<file path="src/rtl/fabric_cfg_pkg.sv">
// Shared types and constants for the fabric configuration loader.
// Used by fabric_cfg_loader and cfg_crc8.
package fabric_cfg_pkg;

  typedef enum logic [2:0] {
    ST_IDLE,
    ST_SYNC,
    ST_LOAD,
    ST_CHECK,
    ST_DONE,
    ST_ERROR
  } cfg_state_e;

  localparam logic [1:0] ERR_NONE  = 2'b00;
  localparam logic [1:0] ERR_ABORT = 2'b01;
  localparam logic [1:0] ERR_CRC   = 2'b10;

  localparam logic [7:0] SYNC_WORD_DEF = 8'hA5;
  localparam logic [7:0] CRC8_POLY     = 8'h07;

  // One MSB-first step of the CRC-8 LFSR.
  function automatic logic [7:0] crc8_step(input logic [7:0] crc, input logic din);
    logic fb;
    fb = crc[7] ^ din;
    return {crc[6:0], 1'b0} ^ (fb ? CRC8_POLY : 8'h00);
  endfunction

endpackage

</file>
<file path="src/rtl/fabric_cfg_loader_crc8.sv">
// Serial CRC-8 LFSR (poly 0x07, init 0x00) with synchronous clear and enable.
// Only instantiated when FABRIC_CFG_CRC_EN is defined.
module cfg_crc8
  import fabric_cfg_pkg::*;
(
  input  logic       clk,
  input  logic       rst_n,
  input  logic       clr,
  input  logic       en,
  input  logic       din,
  output logic [7:0] crc
);

  logic [7:0] crc_q;
  logic [7:0] crc_d;

  always_comb begin
    crc_d = crc_q;
    if (clr) begin
      crc_d = 8'h00;
    end else if (en) begin
      crc_d = crc8_step(crc_q, din);
    end
  end

  always_ff @(posedge clk or negedge rst_n) begin
    if (!rst_n) begin
      crc_q <= 8'h00;
    end else begin
      crc_q <= crc_d;
    end
  end

  assign crc = crc_q;

endmodule

</file>
<file path="src/rtl/fabric_cfg_loader.sv">
// Sync-framed serial bitstream loader driving CHAINS parallel config chains in lock-step.
// Define FABRIC_CFG_CRC_EN to append and check a CRC-8 trailer after the payload.
module fabric_cfg_loader
  import fabric_cfg_pkg::*;
#(
  parameter int                CHAINS    = 4,
  parameter int                CHAIN_LEN = 64,
  parameter int                SYNC_W    = 8,
  parameter logic [SYNC_W-1:0] SYNC_WORD = SYNC_W'(SYNC_WORD_DEF)
) (
  input  logic              clk,
  input  logic              rst_n,
  input  logic              prog_en,
  input  logic              prog_valid,
  input  logic              prog_in,
  output logic              chain_shift_en,
  output logic [CHAINS-1:0] chain_data,
  output logic              busy,
  output logic              cfg_done,
  output logic              cfg_err,
  output logic [1:0]        err_code,
  output logic              fabric_rst_n
);

  localparam int BW = $clog2(CHAINS) + 1;
  localparam int WW = $clog2(CHAIN_LEN) + 1;
  localparam logic [BW-1:0] BIT_FULL  = BW'(CHAINS);
  localparam logic [WW-1:0] WORD_LAST = WW'(CHAIN_LEN - 1);

  cfg_state_e        state_q, state_d;
  logic              prog_en_q;
  logic [SYNC_W-1:0] sync_q, sync_d;
  logic [BW-1:0]     bit_cnt_q, bit_cnt_d;
  logic [WW-1:0]     word_cnt_q, word_cnt_d;
  logic [CHAINS-1:0] deser_q, deser_d;
  logic [1:0]        err_q, err_d;
  logic              frst_n_q, frst_n_d;
  logic              bit_ok;
  logic              prog_rise;
  logic              strobe;

`ifdef FABRIC_CFG_CRC_EN
  logic       crc_clr;
  logic       crc_en;
  logic [7:0] crc_calc;
  logic [7:0] crc_rx_q, crc_rx_d;
  logic [3:0] crc_cnt_q, crc_cnt_d;

  cfg_crc8 u_crc (
    .clk   (clk),
    .rst_n (rst_n),
    .clr   (crc_clr),
    .en    (crc_en),
    .din   (prog_in),
    .crc   (crc_calc)
  );
`endif

  assign bit_ok    = prog_valid & prog_en;
  assign prog_rise = prog_en & ~prog_en_q;
  // A full deserialiser word is presented for exactly one cycle, then the count restarts.
  assign strobe    = (state_q == ST_LOAD) && (bit_cnt_q == BIT_FULL);

  always_comb begin
    state_d    = state_q;
    sync_d     = sync_q;
    bit_cnt_d  = bit_cnt_q;
    word_cnt_d = word_cnt_q;
    deser_d    = deser_q;
    err_d      = err_q;
    frst_n_d   = (state_q == ST_DONE);
`ifdef FABRIC_CFG_CRC_EN
    crc_clr   = 1'b0;
    crc_en    = 1'b0;
    crc_rx_d  = crc_rx_q;
    crc_cnt_d = crc_cnt_q;
`endif
    case (state_q)
      ST_SYNC: begin
        if (!prog_en) begin
          state_d = ST_ERROR;
          err_d   = ERR_ABORT;
        end else if (bit_ok) begin
          sync_d = (sync_q << 1) | SYNC_W'(prog_in);
          if (sync_d == SYNC_WORD) begin
            state_d    = ST_LOAD;
            bit_cnt_d  = '0;
            word_cnt_d = '0;
`ifdef FABRIC_CFG_CRC_EN
            crc_clr   = 1'b1;
            crc_cnt_d = '0;
`endif
          end
        end
      end
      ST_LOAD: begin
        if (!prog_en) begin
          state_d = ST_ERROR;
          err_d   = ERR_ABORT;
        end else begin
          if (strobe) begin
            bit_cnt_d  = '0;
            word_cnt_d = word_cnt_q + WW'(1);
          end
          if (strobe && (word_cnt_q == WORD_LAST)) begin
`ifdef FABRIC_CFG_CRC_EN
            // A bit arriving alongside the final strobe is already the first CRC bit.
            state_d = ST_CHECK;
            if (bit_ok) begin
              crc_rx_d  = {crc_rx_q[6:0], prog_in};
              crc_cnt_d = crc_cnt_q + 4'd1;
            end
`else
            state_d = ST_DONE;
`endif
          end else if (bit_ok) begin
            // First-arriving bit of a word ends up on the highest-numbered chain.
            deser_d   = (deser_q << 1) | CHAINS'(prog_in);
            bit_cnt_d = bit_cnt_d + BW'(1);
`ifdef FABRIC_CFG_CRC_EN
            crc_en = 1'b1;
`endif
          end
        end
      end
`ifdef FABRIC_CFG_CRC_EN
      ST_CHECK: begin
        if (!prog_en) begin
          state_d = ST_ERROR;
          err_d   = ERR_ABORT;
        end else if (crc_cnt_q == 4'd8) begin
          if (crc_rx_q == crc_calc) begin
            state_d = ST_DONE;
          end else begin
            state_d = ST_ERROR;
            err_d   = ERR_CRC;
          end
        end else if (bit_ok) begin
          crc_rx_d  = {crc_rx_q[6:0], prog_in};
          crc_cnt_d = crc_cnt_q + 4'd1;
        end
      end
`endif
      default: begin
        if (prog_rise) begin
          state_d  = ST_SYNC;
          sync_d   = '0;
          err_d    = ERR_NONE;
          frst_n_d = 1'b0;
        end
      end
    endcase
  end

  always_ff @(posedge clk or negedge rst_n) begin
    if (!rst_n) begin
      state_q    <= ST_IDLE;
      prog_en_q  <= 1'b0;
      sync_q     <= '0;
      bit_cnt_q  <= '0;
      word_cnt_q <= '0;
      deser_q    <= '0;
      err_q      <= ERR_NONE;
      frst_n_q   <= 1'b0;
`ifdef FABRIC_CFG_CRC_EN
      crc_rx_q  <= '0;
      crc_cnt_q <= '0;
`endif
    end else begin
      state_q    <= state_d;
      prog_en_q  <= prog_en;
      sync_q     <= sync_d;
      bit_cnt_q  <= bit_cnt_d;
      word_cnt_q <= word_cnt_d;
      deser_q    <= deser_d;
      err_q      <= err_d;
      frst_n_q   <= frst_n_d;
`ifdef FABRIC_CFG_CRC_EN
      crc_rx_q  <= crc_rx_d;
      crc_cnt_q <= crc_cnt_d;
`endif
    end
  end

  assign chain_shift_en = strobe;
  assign chain_data     = strobe ? deser_q : '0;
  assign busy           = (state_q == ST_SYNC) || (state_q == ST_LOAD) || (state_q == ST_CHECK);
  assign cfg_done       = (state_q == ST_DONE);
  assign cfg_err        = (state_q == ST_ERROR);
  assign err_code       = err_q;
  assign fabric_rst_n   = frst_n_q;

endmodule

</file>
<file path="config.mk">
export PLATFORM = sky130hd
export DESIGN_NAME = fabric_cfg_loader
export DESIGN_NICKNAME = d
export VERILOG_FILES = /design/src/rtl/fabric_cfg_pkg.sv /design/src/rtl/fabric_cfg_loader_crc8.sv /design/src/rtl/fabric_cfg_loader.sv
export SDC_FILE = /design/constraint.sdc
export NUM_CORES = 1
export LEC_CHECK = 0
export CELL_PAD_IN_SITES_DETAIL_PLACEMENT = 0
export CELL_PAD_IN_SITES_GLOBAL_PLACEMENT = 1
export CORE_MARGIN = 2
export CORE_UTILIZATION = 38
export CTS_BUF_LIST = sky130_fd_sc_hd__clkbuf_16
export CTS_CLUSTER_DIAMETER = 30
export DETAILED_ROUTE_END_ITERATION = 16
export PLACE_DENSITY = 0.85
export SKIP_CTS_REPAIR_TIMING = 1
export SLEW_MARGIN = 20
export SYNTH_ARGS = -nofsm -noshare
export SYNTH_HDL_FRONTEND = slang
export SYNTH_HIERARCHICAL = 1
export SYNTH_SLANG_ARGS = --single-unit
</file>
<file path="constraint.sdc">
create_clock -name clk -period 2 [get_ports clk]
set_input_delay 0.5 -clock clk [delete_from_list [all_inputs] [get_ports clk]]
set_output_delay 0.5 -clock clk [all_outputs]
set_load 0.02 [all_outputs]
</file>
==> impl_metrics.ini, run 1 <==
[cells_and_area]
multi_input_area_sq_um = 763.2
fillers = 342
fin_cells = 243
fin_nets = 204
antenna_cells = 0
layout-drive-gt1-share_pct = 26.67
regArea_sq_um = 675.6
syn_to_final_growth_pct = 33.31

[pwr]
p_per_area_nw_per_um2 = 857.0
leakage_uw = 0.0009050
ir_worst_vdd_uv = 520.6

[logic_synthesis]
ys_async_sr_fraction_pct = 100.0
synth_flop_cell = dfrtp_1
synthMuxAreaShare_pct = 3.066
ys_seq_elements = 27
synth_area_sq_um = 1469
syn-instance-count = 158
synth_edf_count = 0
synth_xor_area_share_pct = 0
yosys.area_share.simple_pct = 23.51
synth_top_family_by_area = simple AND/OR/NAND/NOR gates
synth_nets = 166
seq_area_frac_synth_pct = 46.00
synth-warning-count = 6
synth_compound_area_share_pct = 19.76
synthAdderAreaFrac_pct = 2.555
avgSynthCellArea_sq_um = 9.297
synth_cell_types = 44

[sta]
hold_ws_ns = 0.4745
finalCriticalPeriod_ns = 2.040
max_freq_mhz = 490.2
finalCritPeriodShare_pct = 102.0
finalMaxSlewViolations = 0
skew_ns = 0.003529
finalSetupViolations = 4
fin_ws_ns = -0.04011
hold_violations = 0
rsz0062_at_grt = true

[detailed_routing]
routed_wl_microns = 3290
drc = 0
vias = 1254
dr.pass1.iters = 4
drtAntennaViolNets = 0
drt_iter0_drc = 40
wl_per_cell_microns = 13.54
vias_per_cell = 5.160

[cts]
path_clk_slew_ns = 0.07
clockRootBuffer = clkbuf_16
clock_latency_ns = 0.27
cts_tree = done
cts_inserted_buffers = 3
clock-sinks = 27
cts_buffer_depth = 2
htree_levels = 1

[placement]
dp_cells = 236
preCtsSetupSlack_ns = -0.1500
hpwl_microns = 2385
io_buffers = 14
place_congestion = 0.8293

[setup_path]
cp-end-kind = output port
required_ns = 1.50
worstPathArrival_ns = 1.54
critPathKind = reg -> out
worstPathMaxFanout = 6
start_kind = flop

[floorplan]
die_y_microns = 66.18
core_area_sq_um = 3689
dieArea_sq_um = 4379
pin_count = 16
rows = 22
initial_core_util_pct = 39.82
dieWidth_microns = 66.18

[global_route]
grt_pass1_wl_microns = 5471
grt_pass1_vias = 1258
grt_max_degree = 28
antenna_found_initial = 0
grt.overflow.total = 0
track_usage_pct = 16.61

[min_path]
hold_path_class = reg -> reg

[outcome]
violations = setup timing
status = complete, but fails checks

[job]
drv_cap = 0
==> worst paths after layout <==
kind / slack, ns / cells past startpoint / endpoint / startpoint
setup / recovery: -0.04 / 4 / chain_data[0] / state_q[2]$_DFFE_PN0P_
hold / removal: 0.47 / 1 / word_cnt_q[5]$_DFFE_PN0P_ / word_cnt_q[5]$_DFFE_PN0P_
setup reg to reg: 0.09 / 7 / deser_q[2]$_DFFE_PN0P_ / bit_cnt_q[1]$_DFFE_PN0P_
hold reg to reg: 0.47 / 1 / word_cnt_q[5]$_DFFE_PN0P_ / word_cnt_q[5]$_DFFE_PN0P_
max in group asynchronous: 1.13 / 2 / fabric_rst_n$_DFF_PN0_ / rst_n
min in group asynchronous: 0.60 / 2 / deser_q[3]$_DFFE_PN0P_ / rst_n
==> routing by layer <==
metal | global-route usage [%] | wire (microns) | up-vias
met5 | 0 | 0 | -
met4 | 8.929 | 68 | 0
met3 | 3.237 | 77 | 6
met2 | 28.25 | 1686 | 9
met1 | 19.57 | 1457 | 612
li1 | - | - | 627
==> critical path: stages (launching register included) <==
cell	delay, ns
dfrtp_1	0.39
or3b_4	0.42
nor2_4	0.17
and2_1	0.15
buf_4	0.14
==> logic make-up after synthesis <==
family	Yosys count
fa+ha+maj	3
buf+inv	14
other cells	1
simple gates	66
mux	4
compound gates	43
flops	27
==> report_power, final <==
part,internal [uW],leakage [uW],switching (uW)
clock,271,0.0000409,195
combinational,254,0.000500,319
sequential,601,0.000364,38.3
==> synth_stat cells, types with 2 or more instances <==
| cell type | n | area share [%] |
|---|---|---|
| dfrtp_1 | 27 | 46 |
| nand2_1 | 27 | 6.9 |
| o21ai_1 | 19 | 6.5 |
| nor2_1 | 11 | 2.8 |
| and2_1 | 8 | 3.4 |
| inv_1 | 6 | 1.5 |
| a21oi_1 | 5 | 1.7 |
| mux2_1 | 4 | 3.1 |
| a22o_1 | 3 | 1.8 |
| buf_2 | 3 | 1.0 |
| ha_1 | 3 | 2.6 |
| nand3_1 | 3 | 1.0 |
| nor2b_1 | 3 | 1.3 |
| o21ai_0 | 3 | 1.0 |
| buf_4 | 2 | 1.0 |
| clkbuf_1 | 2 | 0.51 |
| nand4bb_1 | 2 | 1.5 |
==> area by class of cell <==
class,instances,area share [%]
clock inverter,1,0.2556
sequential,27,34.50
multi-input combinational,117,38.98
inverter,6,1.150
timing repair buffer,41,18.21
tap,48,3.067
clock buffer,3,3.834
==> state kept, by name, indices dropped and copies added, names as in the netlist <==
signal / cells
err_code: 1
word_cnt_q: 7
bit_cnt_q: 3
deser_q: 4
prog_en_q: 1
fabric_rst_n: 1
state_q: 3
sync_q: 7
==> placed cells by master (no fill, tap or decap), types with 2 or more instances in the layout <==
cell type and n:
mux2_1 4, a22o_1 3, nand3_1 2, buf_6 5, and2_4 3, nor2_1 11, ha_1 2, nand2_1 26
dlymetal6s2s_1 3, o21ai_0 3, nor2b_1 3, a21oi_1 5, or3b_4 2, dfrtp_1 27, inv_1 5, o21ai_1 19
clkdlybuf4s50_1 6, and2_1 5, nand4bb_1 2, clkbuf_16 3, buf_4 27
==> through the flow <==
step / TNS [ns] / power, uW / cell area, sq um / utilization, %
after global placement: -0.9027 / 1184 / 1800 / 48.81
final: -0.1093 / 1678 / 1958 / 53.09
after global routing: -0.3355 / 1769 / 1958 / 53.09
after detailed placement: -1.544 / 1206 / 1800 / 48.81
after floorplan: 0 / 1013 / 1469 / -
after CTS: -3.098 / 1671 / 1881 / 50.98
Power figures use the tool's default switching activity.
==> inputs of run 2 (changes only) <==
--- a/config.mk
+++ b/config.mk
@@ -14,7 +14,6 @@
 export DETAILED_ROUTE_END_ITERATION = 16
 export PLACE_DENSITY = 0.85
 export SKIP_CTS_REPAIR_TIMING = 1
-export SLEW_MARGIN = 20
 export SYNTH_ARGS = -nofsm -noshare
 export SYNTH_HDL_FRONTEND = slang
 export SYNTH_HIERARCHICAL = 1
==> results of run 2 <==
Final layout, timing and power as in run 1 (identical DEF).
